`config.mk`:
```
export PLATFORM = sky130hd
export DESIGN_NAME = ivs_rst_seq
export DESIGN_NICKNAME = d
export VERILOG_FILES = /design/src/rtl/ivs_rst_seq.sv
export SDC_FILE = /design/constraint.sdc
export NUM_CORES = 1
export LEC_CHECK = 0
export BUFFER_PORTS_ARGS = -buffer_cell sky130_fd_sc_hd__buf_4
export CORE_MARGIN = 1.5
export CORE_UTILIZATION = 45
export DETAILED_ROUTE_END_ITERATION = 16
export SYNTH_ARGS = -nofsm -noshare
export SYNTH_HDL_FRONTEND = slang
export SYNTH_SLANG_ARGS = --single-unit
```
`constraint.sdc`:
```
create_clock -name aclk -period 5.4 [get_ports aclk]
set_input_delay 0.81 -clock aclk [delete_from_list [all_inputs] [get_ports aclk]]
set_output_delay 0.81 -clock aclk [all_outputs]
set_load 0.01 [all_outputs]
```
`src/rtl/ivs_rst_seq.sv`:
```
// ivs_rst_seq: staged reset release sequencer (bus -> core -> periph)
// in: aclk, arst, pll_lock, sw_rst_req  out: bus/core/periph_rst_n, rst_done, rst_cause
module ivs_rst_seq #(
  parameter int CNT_W      = 8,
  parameter int LOCK_FLT   = 16,
  parameter int BUS_DLY    = 4,
  parameter int CORE_DLY   = 8,
  parameter int PERIPH_DLY = 8,
  parameter int SW_HOLD    = 32
) (
  input  logic       aclk,
  input  logic       arst,
  input  logic       pll_lock,
  input  logic       sw_rst_req,
  output logic       bus_rst_n,
  output logic       core_rst_n,
  output logic       periph_rst_n,
  output logic       rst_done,
  output logic [1:0] rst_cause
);

  localparam int CNT_MAX = (2 ** CNT_W) - 1;

  // Terminal count for a delay: a delay of 0 behaves as 1,
  // and the target is capped at the saturation value.
  function automatic int last_cnt(input int dly);
    int d;
    d = (dly < 1) ? 1 : dly;
    return (d - 1 > CNT_MAX) ? CNT_MAX : d - 1;
  endfunction

  localparam logic [CNT_W-1:0] LOCK_END = CNT_W'(last_cnt(LOCK_FLT));
  localparam logic [CNT_W-1:0] BUS_END  = CNT_W'(last_cnt(BUS_DLY));
  localparam logic [CNT_W-1:0] CORE_END = CNT_W'(last_cnt(CORE_DLY));
  localparam logic [CNT_W-1:0] PER_END  = CNT_W'(last_cnt(PERIPH_DLY));
  localparam logic [CNT_W-1:0] HOLD_END = CNT_W'(last_cnt(SW_HOLD));

  localparam logic [1:0] CAUSE_POR  = 2'b00;
  localparam logic [1:0] CAUSE_LOCK = 2'b01;
  localparam logic [1:0] CAUSE_SW   = 2'b10;

  typedef enum logic [2:0] {
    HOLD,
    WAIT_LOCK,
    REL_BUS,
    REL_CORE,
    REL_PERIPH,
    RUN
  } state_t;

  state_t           state;
  logic [CNT_W-1:0] cnt;
  logic [CNT_W-1:0] cnt_inc;
  logic             lock_lost;

  // Saturating increment: the counter never wraps.
  always_comb begin
    cnt_inc = cnt;
    if (!(&cnt))
      cnt_inc = cnt + CNT_W'(1);
  end

  // Lock only matters once it has been qualified.
  always_comb begin
    lock_lost = 1'b0;
    if (!pll_lock)
      lock_lost = (state == REL_BUS) || (state == REL_CORE) ||
                  (state == REL_PERIPH) || (state == RUN);
  end

  always_ff @(posedge aclk) begin
    if (arst) begin
      state        <= HOLD;
      cnt          <= '0;
      bus_rst_n    <= 1'b0;
      core_rst_n   <= 1'b0;
      periph_rst_n <= 1'b0;
      rst_done     <= 1'b0;
      rst_cause    <= CAUSE_POR;
    end else if (sw_rst_req) begin
      // Software wins over a simultaneous lock loss; in HOLD
      // this restarts the minimum hold time.
      state        <= HOLD;
      cnt          <= '0;
      bus_rst_n    <= 1'b0;
      core_rst_n   <= 1'b0;
      periph_rst_n <= 1'b0;
      rst_done     <= 1'b0;
      rst_cause    <= CAUSE_SW;
    end else if (lock_lost) begin
      state        <= HOLD;
      cnt          <= '0;
      bus_rst_n    <= 1'b0;
      core_rst_n   <= 1'b0;
      periph_rst_n <= 1'b0;
      rst_done     <= 1'b0;
      rst_cause    <= CAUSE_LOCK;
    end else begin
      unique case (state)
        HOLD: begin
          // Only a software reset enforces the long hold.
          if (rst_cause == CAUSE_SW && cnt != HOLD_END) begin
            cnt <= cnt_inc;
          end else begin
            state <= WAIT_LOCK;
            cnt   <= '0;
          end
        end
        WAIT_LOCK: begin
          if (!pll_lock) begin
            cnt <= '0;
          end else if (cnt == LOCK_END) begin
            state <= REL_BUS;
            cnt   <= '0;
          end else begin
            cnt <= cnt_inc;
          end
        end
        REL_BUS: begin
          if (cnt == BUS_END) begin
            bus_rst_n <= 1'b1;
            state     <= REL_CORE;
            cnt       <= '0;
          end else begin
            cnt <= cnt_inc;
          end
        end
        REL_CORE: begin
          if (cnt == CORE_END) begin
            core_rst_n <= 1'b1;
            state      <= REL_PERIPH;
            cnt        <= '0;
          end else begin
            cnt <= cnt_inc;
          end
        end
        REL_PERIPH: begin
          if (cnt == PER_END) begin
            periph_rst_n <= 1'b1;
            rst_done     <= 1'b1;
            state        <= RUN;
            cnt          <= '0;
          end else begin
            cnt <= cnt_inc;
          end
        end
        RUN: begin
          cnt <= '0;
        end
        default: begin
          state        <= HOLD;
          cnt          <= '0;
          bus_rst_n    <= 1'b0;
          core_rst_n   <= 1'b0;
          periph_rst_n <= 1'b0;
          rst_done     <= 1'b0;
        end
      endcase
    end
  end

endmodule
```
Yosys cells after proc, flatten, opt, wreduce, memory -nomap -nowiden:

Index checks and enable logic that the tools add are counted.

* register bits after elaboration: 16
* bits of input ports: 4

* add/subtract/negate cells: 1
* reduce and logical (&&, ||, !) cells: 17
* bitwise operators: 4
* muxes and demuxes: 22
* equal/unequal tests: 16

Operator list (number)
* 8-bit 2-to-1 mux: 6
* 8-bit case mux with 4 select lines: 1
* 3-bit 2-to-1 mux: 6
* 3-bit case mux with 6 select lines: 1
* 5-bit OR reduction: 3
* 8-bit by 1-bit adder with 8-bit output, second input constant: 1
* 8-bit by 2-bit == test with 1-bit output, second input constant: 1
* 8-bit by 3-bit == test with 1-bit output, second input constant: 1
* 8-bit by 4-bit == test with 1-bit output, second input constant: 1
* 8-bit by 5-bit inequality test with 1-bit output, second input constant: 1
* 8-bit AND reduction: 1
* 7-bit AND reduction: 1
* 3-bit by 2-bit == test with 1-bit output, second input constant: 2
* 3-bit == test, second input constant: 2
* 2-bit by 1-bit inequality test with 1-bit output, second input constant: 3
* 2-bit inequality test, second input constant: 3
* 1-bit case mux with 2 select lines: 3
* 2-bit AND reduction: 3
* 2-bit 2-to-1 mux: 2
* 1-bit inverter: 4
* 2-bit OR reduction: 2
* 3-bit by 1-bit == test with 1-bit output, second input constant: 1
* 3-bit zero test: 1
* 1-bit logical OR: 3
* other kinds (5): 7

Logic depth before layout (Yosys ltp):

* depth in word-level cells: 7
* mapped depth: 6
* mapped depth without buffers: 5

Least setup slack after synthesis:

OpenSTA, ideal clock, no wires.

* path type: register to register
* from: register cnt[0]
* to: register state[0]
* arrival: 1.740 ns
* path buffers: 1
* setup slack: 3.589 ns
* cell stages (with the launch flop): 7
* setup time: 0.072 ns
* path through: dfxtp_1 -> ha_1 -> nand4_2 -> or4_1 -> a311oi_2 -> buf_4 -> mux2i_1

* longest elaborated chain between the ends: 4

RTL lines
* start, declared: line 52 `logic [CNT_W-1:0] cnt;`
* start signal, assigned: line 103 `cnt <= cnt_inc;`
* start signal, assigned: line 116 `cnt <= cnt_inc;`
* start signal, assigned: line 125 `cnt <= cnt_inc;`
* 8-bit by 5-bit inequality test with 1-bit output: line 102 `if (rst_cause == CAUSE_SW && cnt != HOLD_END) begin`
* 1-bit logical AND: line 102
* 2-bit inequality test (no line)
* 7-bit AND reduction (no line) *
* end signal, assigned: line 105 `state <= WAIT_LOCK;`
* end signal, assigned: line 113 `state <= REL_BUS;`
* end signal, assigned: line 122 `state <= REL_CORE;`
* end, declared: line 51 `state_t state;`

Mark *: on every way between the ends. The rest lies on a longest branch, timed or not.
A chain may end at the register's enable or synchronous reset.

Worst setup path after layout:

* from: register cnt[0]
* to: register cnt[2]

* longest elaborated chain between the ends: 5

RTL lines
* 8-bit by 1-bit adder with 8-bit output or 8-bit AND reduction (tied branches): line 60, 59
* 8-bit 2-to-1 mux: line 59 `if (!(&cnt))`
* 8-bit 2-to-1 mux: line 112 `end else if (cnt == LOCK_END) begin`
* 8-bit 2-to-1 mux: line 110 `if (!pll_lock) begin`
* 8-bit case mux with 4 select lines *: line 99 `unique case (state)`

Marks and branches as above.

==> run metrics <==
CTS Buf Count 3; Post-CTS Setup Bufs 0; # DRC 0; Final min period 2.38 ns; # resized after CTS 0; final hold vios 0; run status completed; switching part of the total 23.9%; H-tree Lvls 1; Worst-Margin Slew 0.815 ns; Clock Tree Root clkbuf_4; compound-gate portion of the synthesized area 24.5%; met3 usage 3.46%; Clock Path Buffers 2; fin nets 119; clk slew on worst S/H paths 0.09 ns; worst vdd ir 0.000140 V; setup TNS 0 ns; main combinational cell family by area after synthesis simple AND/OR/NAND/NOR gates; WP depth 5; DRT antenna net count 0; Hold Startpoint core_rst_n; Synth area leaders dfxtp_1 36%, nand2_1 5.1%, nor2_1 4.7%; n_diodes 0; core area 0.00178 mm^2; Comb pwr share 7.5%; sequential area share after synthesis 36.3%; post-synthesis mux area share 2.27%; width of the die 47.3 um; DR pass1 iterations 4; fin crit share 44.1%; initial cell density of the core 49.5%; CP max-delay cell a311oi_2; R2R Setup Slk 3.02 ns; area delta synth->final 9.93%; unrepaired setup endpoints after global routing no; GRT Overall Usage 19.6%; largest net degree at the start of global routing 15; worst r2r src cnt[0]; DRT iter0 DRCs 16; clock sink count 16; Total Wirelength 1850 um; # hold bufs at CTS 0; Static Leakage 0.345 nW; skew final 0.00707 ns; count of final setup violators 0; Top Usage Layer GRT met2; Mapped Cells 106; Switch Pwr 47.5 uW; Mapped Avg Cell Area 8.32 um^2; commonest non-fill, non-tap cell in the layout dfxtp_1; area share of the largest cell type after synthesis 36.3%; ys async rst share 0%; Synth area leader dfxtp_1; WS Path Type register to register; Worst Reg-to-Reg Cells 5; Clk pwr share 31.5%; GPL Wtd Cong 0.827; Syn Nets 111; final core occ 54.4%; FP Rows 15; first-pass GRT wire length 3110 um; Sequential Power Share 61.0%; Slew headroom 45.7%; Worst setup EP type register; Cell variety after synth 39; io pins 10; Worst-Skew Late Latency 0.29 ns; fmax 420 MHz; CP max stage delay 0.69 ns; detailed-route vias per instance 5.84; count of pins over their slew limit 0; IO buf count 9; Synth Area in Simple Gates 25.5%; EDFF count, synth 0; CP Cell Sequence ha_1 -> nand4_2 -> or4_1 -> a311oi_2 -> a2111oi_0; die area 0.00223 mm^2; CTS tree built; hold worst-path end core_rst_n; ys flop type dfxtp_1; family with the most delay on the worst path compound AO/OA/AOI/OAI gates; Synthesis Warnings 0; met1 usage 27.8%; synthesized area 882 um^2; Die Ht 47.3 um; DP HPWL 1250 um; Crit Path Max Fanout 11; startpoint class of the critical path register; met2 Track Usage GR 28.1%; vias in the first global route 692; Tightest Hold Check Type register to register; commonest cells after routing, fill and taps aside 16 x dfxtp_1, 12 x nand2_1, 11 x nor2_1, 9 x buf_4; xor/xnor share of the synthesized area 3.97%; #FFs+latches synth 16; critical path data required time 5.54 ns; Fin Hold WS 0.492 ns; Adder-Cell Fraction of Synth Area 1.42%; initial antenna violation count 0; WP data arrival 2.52 ns; Min-Delay Path Depth 2; maxcap violations 0; P_int 152 uW; share of layout cells above drive strength 1 14.3%; WL per Instance 13.5 um; GRT Residual Overflow 0; worst reg2reg path endpoint cnt[2]; DR vias 800; pwr dens 205 mW/mm^2; CP bufs+invs 0
[worst reg2reg max path: stages, from the launching register on]
cell and delay (ns):
dfxtp_1 0.37, ha_1 0.29, nand4_2 0.19, or4_1 0.45, a311oi_2 0.69, a2111oi_0 0.23
[kinds of logic after synthesis]
logic type	count (synthesis)
and+or+nand+nor	42
muxes	2
AOI/OAI and AO/OA	30
DFF	16
buffers and inverters	11
adders and majority gates	1
xor gates and xnor gates	4
[metal layers]
metal  vias up  share of wire, %
met2        20                42
met1       370                51
met3         5               3.9
met4         0               2.5
met5         -                 0
li1        405                 -
[layout make-up]
type | instances | area, um^2
clock buffers | 3 | 22.5
fillers | 174 | 813
inverters | 5 | 18.8
multi-input cells | 79 | 509
flip-flops and latches | 16 | 320
well taps | 25 | 31.3
repair buffers | 9 | 67.6
[stage by stage]
stage | instances | cell area (um^2) | setup slack (ns) | total power [mW]
finish | 137 | 970 | 3.02 | 0.199
global route | 137 | 970 | 2.81 | 0.210
CTS | 137 | 970 | 3.03 | 0.202
detailed placement | 134 | 947 | 3.05 | 0.139
global placement | 134 | 947 | 3.08 | 0.139
floorplan | 106 | 882 | 3.59 | 0.134
[power groups by stage]
stage                     clock, mW  combinational, mW  sequential, mW
after floorplan                   0             0.0112           0.123
after global placement            0             0.0149           0.124
after detailed placement          0             0.0149           0.124
after CTS                    0.0652             0.0149           0.121
after global routing         0.0708             0.0171           0.122
final                        0.0627             0.0149           0.121
[cells in the mapped netlist (3+ instances only)]
master    instances
nor2_1           11
dfxtp_1          16
a21oi_1           3
a31oi_1           3
o21ai_0           5
buf_2             3
inv_1             5
a211oi_1          5
nand2_1          12
xnor2_1           3
and3_1            3
[registers in the layout, indices dropped and copies added (netlist names)]
register	cells
rst_cause	2
core_rst_n	1
cnt	8
rst_done	1
bus_rst_n	1
state	3
[how the worst max path moves through the flow]
stage,startpoint,to
after floorplan,cnt[0],state[0]
after global placement,cnt[0],cnt[2]
after detailed placement,cnt[0],cnt[2]
after CTS,cnt[0],cnt[2]
after global routing,cnt[0],cnt[2]
final,cnt[0],cnt[2]
Note: power is estimated with default switching activity, not from simulation.
